==> src/rtl/serial_subtractor_pkg.sv <==
// Shared definitions for the bit-serial subtractor.
//   state_e  : controller states (idle, shifting, result pulse)
//   WIDTH_MAX: largest supported operand width
//   fs_eval  : one-bit difference/borrow function, returns {borrow_out, difference}
package serial_subtractor_pkg;

  typedef enum logic [1:0] {
    StIdle  = 2'd0,
    StShift = 2'd1,
    StDone  = 2'd2
  } state_e;

  localparam int unsigned WIDTH_MAX = 32;

  function automatic logic [1:0] fs_eval(input logic a_bit, input logic b_bit, input logic brw);
    logic d;
    logic bnext;
    d     = a_bit ^ b_bit ^ brw;
    // Borrow when a<b outright, or when the bits are equal and a borrow is pending.
    bnext = (~a_bit & b_bit) | (~(a_bit ^ b_bit) & brw);
    return {bnext, d};
  endfunction

endpackage

==> src/rtl/serial_subtractor_fs_cell.sv <==
// Combinational one-bit full-subtractor cell.
//   a_i, b_i : minuend / subtrahend bit
//   bin_i    : incoming borrow
//   d_o      : difference bit
//   bout_o   : outgoing borrow
module serial_subtractor_fs_cell
  import serial_subtractor_pkg::*;
(
  input  logic a_i,
  input  logic b_i,
  input  logic bin_i,
  output logic d_o,
  output logic bout_o
);

  logic [1:0] res;

  always_comb begin
    res    = fs_eval(a_i, b_i, bin_i);
    d_o    = res[0];
    bout_o = res[1];
  end

endmodule

==> src/rtl/serial_subtractor.sv <==
// Bit-serial unsigned subtractor: diff = a - b - bin (mod 2^WIDTH), one bit per clock, LSB first.
//   clk, rst : rising-edge clock, synchronous active-high reset
//   start    : request, sampled only when not busy (idle or done state)
//   a, b, bin: operands and borrow-in, captured on an accepted start
//   busy     : high while bits are being shifted
//   done     : one-cycle pulse when diff/bout are valid
//   diff,bout: result and final borrow-out, held until the next accepted start
//   ovf      : signed overflow, present only when SERIAL_SUBTRACTOR_OVF_EN is defined
module serial_subtractor
  import serial_subtractor_pkg::*;
#(
  parameter int unsigned WIDTH = 8,
  parameter int unsigned CNT_W = $clog2(WIDTH + 1)
) (
  input  logic             clk,
  input  logic             rst,
  input  logic             start,
  input  logic [WIDTH-1:0] a,
  input  logic [WIDTH-1:0] b,
  input  logic             bin,
  output logic             busy,
  output logic             done,
  output logic [WIDTH-1:0] diff,
  output logic             bout
`ifdef SERIAL_SUBTRACTOR_OVF_EN
  ,
  output logic             ovf
`endif
);

  if (WIDTH < 2 || WIDTH > WIDTH_MAX) begin : g_bad_width
    $error("serial_subtractor: WIDTH out of range 2..32");
  end

  localparam logic [CNT_W-1:0] CntLast = CNT_W'(WIDTH - 1);

  state_e           state_q, state_d;
  logic [WIDTH-1:0] a_sr_q, a_sr_d;
  logic [WIDTH-1:0] b_sr_q, b_sr_d;
  logic [WIDTH-1:0] diff_q, diff_d;
  logic [CNT_W-1:0] cnt_q, cnt_d;
  logic             brw_q, brw_d;
  logic             bout_q, bout_d;
  logic             busy_q, busy_d;
  logic             done_q, done_d;

  logic cell_d;
  logic cell_b;
  logic accept;
  logic last_bit;

  serial_subtractor_fs_cell u_cell (
    .a_i   (a_sr_q[0]),
    .b_i   (b_sr_q[0]),
    .bin_i (brw_q),
    .d_o   (cell_d),
    .bout_o(cell_b)
  );

  // A start is honoured in idle and, for back-to-back operation, in the done cycle.
  assign accept   = start && ((state_q == StIdle) || (state_q == StDone));
  assign last_bit = (state_q == StShift) && (cnt_q == CntLast);

  always_comb begin
    state_d = state_q;
    a_sr_d  = a_sr_q;
    b_sr_d  = b_sr_q;
    diff_d  = diff_q;
    cnt_d   = cnt_q;
    brw_d   = brw_q;
    bout_d  = bout_q;
    busy_d  = 1'b0;
    done_d  = 1'b0;

    unique case (state_q)
      StIdle: ;
      StShift: begin
        a_sr_d = a_sr_q >> 1;
        b_sr_d = b_sr_q >> 1;
        diff_d = {cell_d, diff_q[WIDTH-1:1]};
        brw_d  = cell_b;
        cnt_d  = cnt_q + 1'b1;
        if (last_bit) begin
          state_d = StDone;
          done_d  = 1'b1;
          bout_d  = cell_b;
        end else begin
          busy_d = 1'b1;
        end
      end
      StDone:  state_d = StIdle;
      default: state_d = StIdle;
    endcase

    if (accept) begin
      state_d = StShift;
      a_sr_d  = a;
      b_sr_d  = b;
      brw_d   = bin;
      cnt_d   = '0;
      busy_d  = 1'b1;
    end
  end

  always_ff @(posedge clk) begin
    if (rst) begin
      state_q <= StIdle;
      a_sr_q  <= '0;
      b_sr_q  <= '0;
      diff_q  <= '0;
      cnt_q   <= '0;
      brw_q   <= 1'b0;
      bout_q  <= 1'b0;
      busy_q  <= 1'b0;
      done_q  <= 1'b0;
    end else begin
      state_q <= state_d;
      a_sr_q  <= a_sr_d;
      b_sr_q  <= b_sr_d;
      diff_q  <= diff_d;
      cnt_q   <= cnt_d;
      brw_q   <= brw_d;
      bout_q  <= bout_d;
      busy_q  <= busy_d;
      done_q  <= done_d;
    end
  end

  assign busy = busy_q;
  assign done = done_q;
  assign diff = diff_q;
  assign bout = bout_q;

`ifdef SERIAL_SUBTRACTOR_OVF_EN
  logic a_msb_q, a_msb_d;
  logic b_msb_q, b_msb_d;
  logic ovf_q, ovf_d;

  always_comb begin
    a_msb_d = a_msb_q;
    b_msb_d = b_msb_q;
    ovf_d   = ovf_q;
    if (accept) begin
      a_msb_d = a[WIDTH-1];
      b_msb_d = b[WIDTH-1];
    end
    // On the last bit the cell output is the result MSB.
    if (last_bit) begin
      ovf_d = (a_msb_q ^ b_msb_q) & (cell_d ^ a_msb_q);
    end
  end

  always_ff @(posedge clk) begin
    if (rst) begin
      a_msb_q <= 1'b0;
      b_msb_q <= 1'b0;
      ovf_q   <= 1'b0;
    end else begin
      a_msb_q <= a_msb_d;
      b_msb_q <= b_msb_d;
      ovf_q   <= ovf_d;
    end
  end

  assign ovf = ovf_q;
`endif

endmodule

==> config.mk <==
export PLATFORM = sky130hd
export DESIGN_NAME = serial_subtractor
export DESIGN_NICKNAME = d
export VERILOG_FILES = /design/src/rtl/serial_subtractor_pkg.sv /design/src/rtl/serial_subtractor_fs_cell.sv /design/src/rtl/serial_subtractor.sv
export SDC_FILE = /design/constraint.sdc
export NUM_CORES = 1
export LEC_CHECK = 0
export CAP_MARGIN = 20
export CORE_ASPECT_RATIO = 1.75
export CORE_MARGIN = 10
export CORE_UTILIZATION = 53
export CTS_CLUSTER_DIAMETER = 40
export DETAILED_ROUTE_END_ITERATION = 10
export GPL_TIMING_DRIVEN = 1
export PLACE_DENSITY = 0.83
export RECOVER_POWER = 100
export SYNTH_ARGS = -nofsm -noshare
export SYNTH_HDL_FRONTEND = slang
export SYNTH_SLANG_ARGS = --single-unit
==> constraint.sdc <==
create_clock -name clk -period 3.5 [get_ports clk]
set_clock_uncertainty 0.1 [all_clocks]
set_input_delay 0.875 -clock clk [delete_from_list [all_inputs] [get_ports clk]]
set_output_delay 0.875 -clock clk [all_outputs]
set_load 0.02 [all_outputs]
== Yosys cells after proc, flatten, opt, wreduce, memory -nomap -nowiden ==
Cells that the tools add are included.
W data, S select, Z words.

* Add/subtract/negate cells: 1
* Multiply operators: 0
* Divide/modulo/power cells: 0
* $lt $le $gt $ge: 0
* Equal/unequal tests: 6
* Shifts and indexed selects: 0
* Multiplexer cells: 13
* Bitwise gates (word level): 9
* Reduce and logical (&&, ||, !) cells: 10

{| class="wikitable"
|+ Operators with widths
! cell !! number
|-
| $mux W8 || 4
|-
| $mux W1 || 7
|-
| $reduce_and A2 Y1 || 3
|-
| $add A4 B1 Y4 const B || 1
|-
| $eq A4 B3 Y1 const B || 1
|-
| $ne A2 B2 Y1 const B || 2
|-
| $not A1 Y1 || 4
|-
| $pmux W2 S2 || 1
|-
| $reduce_or A2 Y1 || 2
|-
| $ne A3 B3 Y1 const B || 1
|-
| $and A1 B1 Y1 || 2
|-
| $eq A2 B1 Y1 const B || 1
|-
| $eq A2 B2 Y1 const B || 1
|-
| $logic_and A1 B1 Y1 || 2
|-
| $logic_not A2 Y1 || 1
|-
| $mux W2 || 1
|-
| $reduce_bool A2 Y1 || 1
|-
| $xor A1 B1 Y1 || 2
|-
| $logic_or A1 B1 Y1 || 1
|-
| $or A1 B1 Y1 || 1
|}

* Flip-flop bits (word level): 34
* Latch bits: 0
* Memory bits (writable): 0
* Bits in read-only memories: 0
* Input port bits: 20
* Output and inout bits: 11
* Logic and storage cells: 49
* Memories: 0

== Depth between registers and ports, before layout ==
Gate-level depths: netlist of the first run.

* Word-level depth: 6
* Depth in mapped cells: 5
* Depth with buffers taken out: 5

== Cells and area by module ==
From an unflattened synthesis of the first run, not the netlist that was laid out.

* Cells, all modules: 165
* Area, all modules: 1,397.6 um^2

{| class="wikitable"
|+ By module, submodules not included
! module !! times used !! cells an instance !! area an instance (um^2) !! sequential area each (um^2)
|-
| serial_subtractor || 1 || 161 || 1,366.3 || 680.7
|-
| serial_subtractor_fs_cell || 1 || 4 || 31.3 || 0.0
|}

== Least setup slack after synthesis of the first run ==
No wires, ideal clock.

* Kind: input -> register
* Start: input port start
* End: register b_sr_q[3]
* Arrival: 1.499 ns
* Data required time: 3.268 ns
* Setup slack: 1.768 ns
* Stages: 5
* Buffers on the path: 2
* Cell sequence: nor2b_1 > buf_6 > buf_4 > nor3_1 > nor3_2

* Cells in the longest elaborated chain, start to end: 2

{| class="wikitable"
|+ Ends and longest elaborated chain
! element !! RTL line !! text
|-
| start, declared || serial_subtractor.sv:17 || <nowiki>input logic start,</nowiki>
|-
| $logic_and A1 B1 Y1 * || serial_subtractor.sv:61 || <nowiki>assign accept = start && ((state_q == StIdle) || (state_q == StDone));</nowiki>
|-
| $mux W8 / $reduce_bool A2 Y1 (equally long branches) || n/a ||
|-
| end signal, assigned || serial_subtractor.sv:119 || <nowiki>b_sr_q <= b_sr_d;</nowiki>
|-
| end, declared || serial_subtractor.sv:39 || <nowiki>logic [WIDTH-1:0] b_sr_q, b_sr_d;</nowiki>
|}

Every way passes the cells marked *; elsewhere a longest branch is shown, timed or not.
A chain may end at the register's enable or synchronous reset.

== Worst setup path in the final report of the first run ==
* Start: input port rst
* End: register cnt_q[2]

* Cells in the longest elaborated chain, start to end: 1

{| class="wikitable"
|+ Ends and longest elaborated chain
! element !! RTL line !! text
|-
| start, declared || serial_subtractor.sv:16 || <nowiki>input logic rst,</nowiki>
|-
| $reduce_or A2 Y1 (no source line) || n/a ||
|-
| end signal, assigned || serial_subtractor.sv:121 || <nowiki>cnt_q <= cnt_d;</nowiki>
|-
| end, declared || serial_subtractor.sv:41 || <nowiki>logic [CNT_W-1:0] cnt_q, cnt_d;</nowiki>
|}

Every way passes these cells.

==> results.sh, run 1 <==
export IMPL_root_buffer="clkbuf_8"
export IMPL_setup_worst_path_start_class="input pin"
export IMPL_clock_tree_htree_level_count=2
export IMPL_finalMaxSlewViolations=0
export IMPL_dieHeight_um=89.2
export IMPL_dominantRegCellSynth="dfxtp_1"
export IMPL_yosys_area_share_xor_xnor_pct=1.21
export IMPL_ys_async_sr_fraction_pct=0
export IMPL_die_area_um2=5310
export IMPL_grt_antenna_before_repair=0
export IMPL_netlist_top_cells_area="dfxtp_1 (47%), nor3_2 (9.0%), nand2_1 (6.0%)"
export IMPL_postSynthAreaPerCell_um2=9.47
export IMPL_synth_top_cell_area_share_pct=47.0
export IMPL_first_global_vias=1209
export IMPL_core_area_um2=2660
export IMPL_synth_top_cell_by_area="dfxtp_1"
export IMPL_setup_crit_end_kind="register"
export IMPL_maxCapViolCount=0
export IMPL_cts_tree="built"
export IMPL_cpPeakStageDelay_ns=0.98
export IMPL_die_width_um=59.5
export IMPL_timing_hold_violations_final=0
export IMPL_drt_wl_total_um=3110
export IMPL_globalRoute_busiestLayer="met2"
export IMPL_worst_ir_drop_vdd_v=0.000363
export IMPL_cp_slowest_cell="dlygate4sd3_1"
export IMPL_post_synth_num_cell_types=32
export IMPL_post_cts_setup_buffers=0
export IMPL_cts_root_to_sink_buffers=2
export IMPL_drtPass1Iterations=4
export IMPL_fill_cell_total_of_the_finished_layout=220
export IMPL_finalNetCount=201
export IMPL_worst_slew_margin_rel_pct=32.1
export IMPL_ys_ff_latch=34
export IMPL_synth_edff_count=0
export IMPL_post_synth_and_or_nand_nor_area_fraction_pct=24.5
export IMPL_crit_family="buffers and inverters"
export IMPL_final_setup_tns_ns=0
export IMPL_ctsResizeCount=0
export IMPL_hold_ep="diff[0]"
export IMPL_max_freq_ghz=0.396
export IMPL_r2r_end="a_sr_q[3]"
export IMPL_p_total_uw=831
export IMPL_worstRegToRegCells=3
export IMPL_actual_transition_at_the_worst_max_transition_pin_ns=1.02
export IMPL_hold_path_startpoint="diff[0]"
export IMPL_drive_above_1_share_pct=8.89
export IMPL_avgViaCountPerCell=5.63
export IMPL_globalRouteMet1Util_pct=11.6
export IMPL_postRouteAntennaNets=0
export IMPL_timing_rr_start="state_q[1]"
export IMPL_starting_utilization_of_the_core_area_pct=54.5
export IMPL_hold_buffers=0
export IMPL_clock_sink_count=34
export IMPL_tritoncts_num_buffers=5
export IMPL_mappedNetlistNets=175
export IMPL_regArea_um2=681
export IMPL_timing_critical_path_fanout_max=16
export IMPL_clk_pin_slew_worst_paths_ns=0.07
export IMPL_worst_skew_pair_late_latency_ns=0.29
export IMPL_powerDensity_nw_per_um2=478
export IMPL_critical_path_buf_inv_count=2
export IMPL_synth_top_family_by_area="simple AND/OR/NAND/NOR gates"
export IMPL_grt_first_pass_wirelength_um=5320
export IMPL_critical_path_class="input pin to register"
export IMPL_hold_path_depth=2
export IMPL_groute_layer_met3_usage_pct=5.83
export IMPL_grtUsageMet2_pct=23.3
export IMPL_mappedNetlistArea_um2=1450
export IMPL_multiInputGateArea_um2=611
export IMPL_post_synth_inst_count=153
export IMPL_io_buffer_count=30
export IMPL_count_of_unresolved_drc_violations_after_routing=0
export IMPL_ys_warnings_count=0
export IMPL_ioPinCount=31
export IMPL_groute_usage_overall_pct=13.0
export IMPL_drt_iter0_drc=41
export IMPL_synth_top_cells_by_count="dfxtp_1 (34), nand2_1 (23), a21oi_1 (13), nor3_2 (13), nor3_1 (9)"
export IMPL_setup_violations=0
export IMPL_synthMostInstantiatedCell="dfxtp_1"
export IMPL_hpwlAfterDp_um=2310
export IMPL_num_rows=25
export IMPL_vias=1165
export IMPL_run_status="finished, final reports clean"
export IMPL_grt_start_max_net_pins=29
export IMPL_gr_total_overflow=0
export IMPL_worstPathCellList="dlygate4sd3_1, clkbuf_1, nor3_1"
export IMPL_required_time_at_the_worst_slack_endpoint_ns=3.54
export IMPL_antennaDiodeCount=0
export IMPL_cp_data_arrival_time_ns=2.56
export IMPL_wl_per_cell_um=15.0
export IMPL_place_congestion=0.729
export IMPL_layout_min_cycle_time_ns=2.53
export IMPL_reg2reg_slack_ns=1.79
export IMPL_power_leakage_nw=0.653
export IMPL_rsz0062_at_grt="no"
export IMPL_synth_compound_area_share_pct=14.2
export IMPL_fin_crit_sh_pct=72.2
export IMPL_ys_seq_area_share_pct=47.0
export IMPL_syn2layout_area_growth_pct=20.0
export IMPL_synth_fa_ha_area_share_pct=2.25
export IMPL_synth_mux_area_share_pct=2.07
export IMPL_hold_class="register to register"
## registers in the layout, summed over array words and instances, names as in the netlist
register and flops:
a_sr_q 8, b_sr_q 8, bout 1, brw_q 1, busy 1, cnt_q 4, diff 8, done 1
state_q 2
## placed cells by master, fill, tap and decap left out
master            n
a21oi_1          13
a21oi_2           1
a22oi_1           4
a31oi_1           3
and2b_4           1
clkbuf_1          3
clkbuf_8          6
clkdlybuf4s50_1  17
clkinv_2          1
dfxtp_1          34
dlygate4sd3_1    13
fa_1              1
ha_1              1
inv_1             4
mux2i_1           3
nand2_1          23
nand2b_1          2
nand3_1           6
nand3b_1          2
nand4_1           1
nor2_1            2
nor2b_1           1
nor3_1           15
nor3_2            7
o21ai_0           3
o21bai_1          1
o22ai_1           8
o311a_1           1
or3_1             1
xnor2_1           1
xor2_1            1
## tightest hold or removal path: stages (launching register included)
cell     delay (ns)
dfxtp_1        0.31
nand2_1        0.05
a21oi_1        0.05
## per-stage QoR
stage / hold WS [ns] / instances / instance area (µm²) / utilization (%) / setup slack [ns]
6_report: 0.358 / 207 / 1740 / 65.4 / 0.974
4_1_cts: 0.362 / 207 / 1780 / 66.8 / 1.25
3_5_place_dp: 0.360 / 199 / 1690 / 63.4 / 0.999
3_3_place_gp: 0.353 / 199 / 1690 / 63.4 / 1.04
5_1_grt: 0.395 / 207 / 1740 / 65.4 / 0.875
2_1_floorplan: 0.347 / 153 / 1450 / - / 1.77
## area by class of cell
cell class / instances / share of cell area, %
Clock buffer: 7 / 4.96
Clock inverter: 1 / 0.288
Inverter: 4 / 0.863
Multi-Input combinational cell: 102 / 35.1
Sequential cell: 34 / 39.1
Tap cell: 27 / 1.94
Timing Repair Buffer: 32 / 17.7
## logic make-up after synthesis
group / Yosys count
AOI/OAI and AO/OA: 34
xor gates and xnor gates: 2
adders and majority gates: 2
buffers and inverters: 17
DFF: 34
muxes: 3
and+or+nand+nor: 61
## routing by layer
layer	wire length, µm	vias to the layer above
met2	1630	26
met3	226	6
li1	-	583
met5	0	-
met1	1190	550
met4	67	0
## worst max path at each step
| stage | startpoint | to | slack, ns | depth (start not counted) |
|---|---|---|---|---|
| finish | rst | cnt_q[2] | 0.97 | 3 |
| global route | rst | state_q[1] | 0.88 | 3 |
| CTS | diff[1] | diff[1] | 1.25 | 1 |
| detailed placement | rst | a_sr_q[6] | 1.0 | 4 |
| global placement | rst | cnt_q[3] | 1.04 | 4 |
| floorplan | start | b_sr_q[3] | 1.77 | 5 |
## report_power, final
| group | total (mW) | internal [mW] | leakage (nW) | switching (mW) |
|---|---|---|---|---|
| Combinational | 0.115 | 0.0513 | 0.326 | 0.0636 |
| Sequential | 0.421 | 0.409 | 0.278 | 0.0123 |
| Clock | 0.295 | 0.158 | 0.0482 | 0.136 |
| Total | 0.831 | 0.619 | 0.653 | 0.212 |
No activity file was read; power rests on OpenSTA's default activity.
==> run 2: changes to the inputs <==
Settings changed: CORE_UTILIZATION 53 to 49, PLACE_DENSITY 0.83 to 0.77.
Clock period 3.5 ns to 2.4 ns, I/O delays scaled along.
==> run 2 against run 1 <==
Effect of this change: clock power grew 30%; worst setup slack lost 0.59 ns; routed wire length grew 1.6%; hold slack lost 0.0010 ns; global-route usage shrank 0.22 points; via count grew 0.34%; sequential power grew 47%; final cell count grew 0.97%; critical path type is now register to primary output; critical endpoint is now diff[6]; largest power group unchanged.
==> results.sh, run 2 (synthesized netlist as in run 1, its figures left out) <==
export IMPL_run_status="finished, final reports clean"
export IMPL_timing_critical_path_fanout_max=3
export IMPL_crit_family="buffers and inverters"
export IMPL_crit_path_start="diff[6]"
export IMPL_critical_path_class="register to primary output"
export IMPL_cts_tree="built"
export IMPL_cts_root_to_sink_buffers=2
export IMPL_power_combinational_fraction_pct=15.1
export IMPL_core_area_um2=2900
export IMPL_final_setup_tns_ns=0
export IMPL_clock_sink_count=34
export IMPL_ioPinCount=31
export IMPL_reg2reg_slack_ns=0.81
export IMPL_post_cts_setup_buffers=0
export IMPL_postRouteAntennaNets=0
export IMPL_hpwlAfterDp_um=2300
export IMPL_dieHeight_um=91.9
export IMPL_worstPathCellList="dlygate4sd3_1"
export IMPL_max_freq_ghz=0.496
export IMPL_clock_share_of_power_pct=32.5
export IMPL_setup_crit_end_kind="primary output"
export IMPL_rsz0062_at_grt="no"
export IMPL_power_leakage_nw=0.665
export IMPL_count_of_unresolved_drc_violations_after_routing=0
export IMPL_worstRegToRegCells=4
export IMPL_crit_path_end="diff[6]"
export IMPL_r2r_end="b_sr_q[3]"
export IMPL_power_sequential_fraction_pct=52.4
export IMPL_setup_violations=0
export IMPL_globalRoute_busiestLayer="met2"
export IMPL_drive_above_1_share_pct=12.7
export IMPL_most_frequent_standard_cell_in_the_layout_excluding_fill_and_tap_cells="dfxtp_1"
export IMPL_tritoncts_num_buffers=5
export IMPL_fin_crit_sh_pct=84.0
export IMPL_vias=1169
export IMPL_starting_utilization_of_the_core_area_pct=50.0
export IMPL_p_total_mw=1.18
export IMPL_total_switching_power_uw=300
export IMPL_grt_antenna_before_repair=0
export IMPL_grtUsageMet2_pct=21.6
export IMPL_root_buffer="clkbuf_8"
export IMPL_clock_tree_htree_level_count=2
export IMPL_timing_critical_path_depth=1
export IMPL_die_area_um2=5620
export IMPL_cp_data_arrival_time_ns=1.32
export IMPL_hold_class="register to register"
export IMPL_drt_iter0_drc=34
export IMPL_num_rows=26
export IMPL_groute_layer_met3_usage_pct=4.70
export IMPL_worst_ir_drop_vdd_v=0.000466
export IMPL_timing_hold_violations_final=0
export IMPL_powerDensity_nw_per_um2=664
export IMPL_syn2layout_area_growth_pct=22.3
export IMPL_avgViaCountPerCell=5.59
export IMPL_hold_path_depth=2
export IMPL_antennaDiodeCount=0
export IMPL_die_width_um=61.1
export IMPL_grt_start_max_net_pins=29
export IMPL_grt_first_pass_wirelength_um=5580
export IMPL_timing_rr_start="state_q[1]"
export IMPL_cpPeakStageDelay_ns=0.69
export IMPL_actual_transition_at_the_worst_max_transition_pin_ns=0.717
export IMPL_finalMaxSlewViolations=0
export IMPL_wl_per_cell_um=15.1
export IMPL_drtPass1Iterations=4
export IMPL_setup_worst_path_start_class="register"
export IMPL_power_report_internal_total_uw=877
export IMPL_groute_usage_overall_pct=12.7
export IMPL_gr_total_overflow=0
export IMPL_first_global_vias=1263
export IMPL_most_common_layout_cells="dfxtp_1 (34), nand2_1 (23), clkdlybuf4s50_1 (17)"
export IMPL_place_congestion=0.711
export IMPL_hold_buffers=0
export IMPL_swShare_pct=25.5
export IMPL_layout_min_cycle_time_ns=2.02
export IMPL_globalRouteMet1Util_pct=12.8
export IMPL_io_buffer_count=30
export IMPL_worst_skew_pair_late_latency_ns=0.28
export IMPL_ctsResizeCount=0
export IMPL_required_time_at_the_worst_slack_endpoint_ns=1.70
export IMPL_maxCapViolCount=0
export IMPL_worst_slew_margin_rel_pct=52.2
export IMPL_cp_slowest_cell="dlygate4sd3_1"
export IMPL_critical_path_buf_inv_count=1
export IMPL_clk_pin_slew_worst_paths_ns=0.06
export IMPL_finalNetCount=203
export IMPL_final_hold_worst_slack_ns=0.356
export IMPL_drt_wl_total_um=3160
run 2: worst min-delay path by stage:
| stage | end | slack, ns | start |
|---|---|---|---|
| after floorplan | a_sr_q[6] | 0.35 | a_sr_q[7] |
| after global placement | diff[0] | 0.35 | diff[0] |
| after detailed placement | diff[0] | 0.36 | diff[0] |
| after CTS | diff[0] | 0.36 | diff[0] |
| after global routing | diff[6] | 0.39 | diff[7] |
| final | diff[0] | 0.36 | diff[0] |
run 2: cell type report:
type                       count  area, µm²
clock buffer                   7       76.3
fill                         251       1120
tap                           28       35.0
inverter                       4       15.0
timing repair buffer          34        324
multi-input combinational    102        641
sequential                    34        681
run 2: per-stage QoR:
step                      setup WS, ns  instance area, µm²  utilization (%)  std cells
after detailed placement         0.299                1710             59.2        202
after global routing             0.288                1770             61.2        209
after floorplan                  0.943                1450                -        153
after global placement           0.329                1710             59.2        202
final                            0.383                1770             61.2        209
after CTS                        0.428                1790             61.8        209
run 2: power by group through the flow:
stage               sequential (mW)  combinational [mW]  clock (mW)
floorplan                     0.629               0.136           0
global placement              0.628               0.179           0
detailed placement            0.629               0.185           0
CTS                           0.617               0.186       0.394
global route                  0.621               0.198       0.413
finish                        0.617               0.178       0.383
run 2: layer usage:
metal | wire (µm) | vias to the layer above
li1 | - | 586
met2 | 1610 | 30
met3 | 213 | 7
met1 | 1260 | 546
met5 | 0 | -
met4 | 77 | 0
==> run 3: changes to the inputs <==
Clock period 2.4 ns to 2.05 ns, I/O delays scaled along.
==> run 3 against run 2 <==
Effect of this change: clock power grew 18%; non-clock buffer count rose by 2; register-to-register slack lost 0.50 ns; power rose by 17%; critical path depth stayed put; combinational power rose by 13%; clock-buffer cell count unchanged; flip-flop and latch count did not move; sequential power up 17%; worst setup slack worse by 0.26 ns; global-route usage shrank 0.76 points; critical path type unchanged; largest cell class unchanged; largest power group unchanged.
==> results.sh, run 3 (synthesized netlist as in run 1, its figures left out) <==
export IMPL_run_status="finished, final reports clean"
export IMPL_most_common_layout_cells="dfxtp_1 (34), nand2_1 (23), clkdlybuf4s50_1 (18)"
export IMPL_rsz0062_at_grt="no"
export IMPL_count_of_unresolved_drc_violations_after_routing=0
export IMPL_grt_start_max_net_pins=29
export IMPL_actual_transition_at_the_worst_max_transition_pin_ns=0.953
export IMPL_antennaDiodeCount=0
export IMPL_drtPass1Iterations=4
export IMPL_setup_violations=0
export IMPL_postRouteAntennaNets=0
export IMPL_finalMaxSlewViolations=0
export IMPL_crit_path_start="diff[7]"
export IMPL_power_leakage_nw=0.660
export IMPL_die_width_um=61.1
export IMPL_timing_rr_start="state_q[0]"
export IMPL_starting_utilization_of_the_core_area_pct=50.0
export IMPL_setup_worst_path_start_class="register"
export IMPL_max_freq_ghz=0.518
export IMPL_placement_cell_area_um2=1720
export IMPL_clk_pin_slew_worst_paths_ns=0.06
export IMPL_clock_sink_count=34
export IMPL_worst_skew_pair_late_latency_ns=0.28
export IMPL_fin_crit_sh_pct=94.1
export IMPL_ioPinCount=31
export IMPL_grt_first_pass_wirelength_um=5200
export IMPL_first_global_vias=1196
export IMPL_final_design_area_no_fill_um2=1750
export IMPL_critical_path_buf_inv_count=1
export IMPL_critical_path_class="register to primary output"
export IMPL_cp_slowest_cell="dlygate4sd3_1"
export IMPL_powerDensity_nw_per_um2=785
export IMPL_dieHeight_um=91.9
export IMPL_crit_family="buffers and inverters"
export IMPL_placed_cells=204
export IMPL_setup_crit_end_kind="primary output"
export IMPL_place_congestion=0.749
export IMPL_core_area_um2=2900
export IMPL_final_setup_tns_ns=0
export IMPL_finalCoreUtilization_pct=60.4
export IMPL_place_ws_ns=0.193
export IMPL_hpwlAfterDp_um=2290
export IMPL_cts_root_to_sink_buffers=2
export IMPL_hold_path_startpoint="diff[0]"
export IMPL_drive_above_1_share_pct=8.74
export IMPL_fill_cell_total_of_the_finished_layout=271
export IMPL_drt_wl_total_um=3140
export IMPL_timing_critical_path_fanout_max=3
export IMPL_post_layout_nonfiller_instances=211
export IMPL_grt_antenna_before_repair=0
export IMPL_clock_tree_htree_level_count=2
export IMPL_tritoncts_num_buffers=5
export IMPL_cts_tree="built"
export IMPL_cpPeakStageDelay_ns=0.69
export IMPL_syn2layout_area_growth_pct=20.7
export IMPL_avgViaCountPerCell=5.64
export IMPL_hold_class="register to register"
export IMPL_worst_slack_ns=0.121
export IMPL_post_cts_setup_buffers=0
export IMPL_most_frequent_standard_cell_in_the_layout_excluding_fill_and_tap_cells="dfxtp_1"
export IMPL_timing_hold_violations_final=0
export IMPL_maxCapViolCount=0
export IMPL_num_rows=26
export IMPL_finalNetCount=205
export IMPL_root_buffer="clkbuf_8"
export IMPL_worstRegToRegCells=3
export IMPL_worstPathCellList="dlygate4sd3_1"
export IMPL_cp_data_arrival_time_ns=1.32
export IMPL_vias=1189
export IMPL_worst_slew_margin_rel_pct=36.5
export IMPL_groute_usage_overall_pct=12.0
export IMPL_wl_per_cell_um=14.9
export IMPL_layout_min_cycle_time_ns=1.93
export IMPL_timing_critical_path_depth=1
export IMPL_drt_iter0_drc=17
export IMPL_hold_buffers=0
export IMPL_ctsResizeCount=0
export IMPL_worst_ir_drop_vdd_v=0.000483
export IMPL_io_buffer_count=30
export IMPL_reg2reg_slack_ns=0.31
export IMPL_hold_path_depth=2
export IMPL_gr_total_overflow=0
export IMPL_die_area_um2=5620
export IMPL_required_time_at_the_worst_slack_endpoint_ns=1.44
-- run 3: changes by cell type in the layout (fill, tap and decap cells not counted), sizes merged --
| cell | delta |
|---|---|
| clkdlybuf4s50 | +1 |
| dlygate4sd3 | -1 |
| buf | +2 |
-- run 3: final timing paths --
path                            endpoint
worst max register to register  cnt_q[3]
worst max-delay path             diff[7]
worst min register to register   diff[0]
worst min-delay path             diff[0]
-- run 3: final cells by class --
class	instances	area [µm²]	share of cell area (%)
flip-flops and latches	34	681	38.9
multi-input cells	102	604	34.5
clock buffers	7	76.3	4.36
well taps	28	35.0	2.00
inverters	4	15.0	0.858
repair buffers	36	338	19.3
-- run 3: through the flow --
stage                     power, mW  hold WS [ns]
after CTS                      1.40         0.366
after detailed placement      0.954         0.357
after global placement        0.944         0.350
final                          1.37         0.359
after global routing           1.44         0.388
after floorplan               0.896         0.347
-- run 3: report_power, final --
part	total, mW	internal [mW]	leakage [nW]	switching [mW]
Clock	0.451	0.233	0.0383	0.217
Combinational	0.201	0.0930	0.343	0.108
Sequential	0.721	0.699	0.278	0.0226
Total	1.37	1.03	0.660	0.348
-- run 3: per-layer routing --
layer,GRT usage [%],wire [µm],part of all wire [%]
met1,11.5,1190,38
met2,20.8,1640,52
met3,3.87,196,6.2
met4,7.28,108,3.4
met5,0,0,0
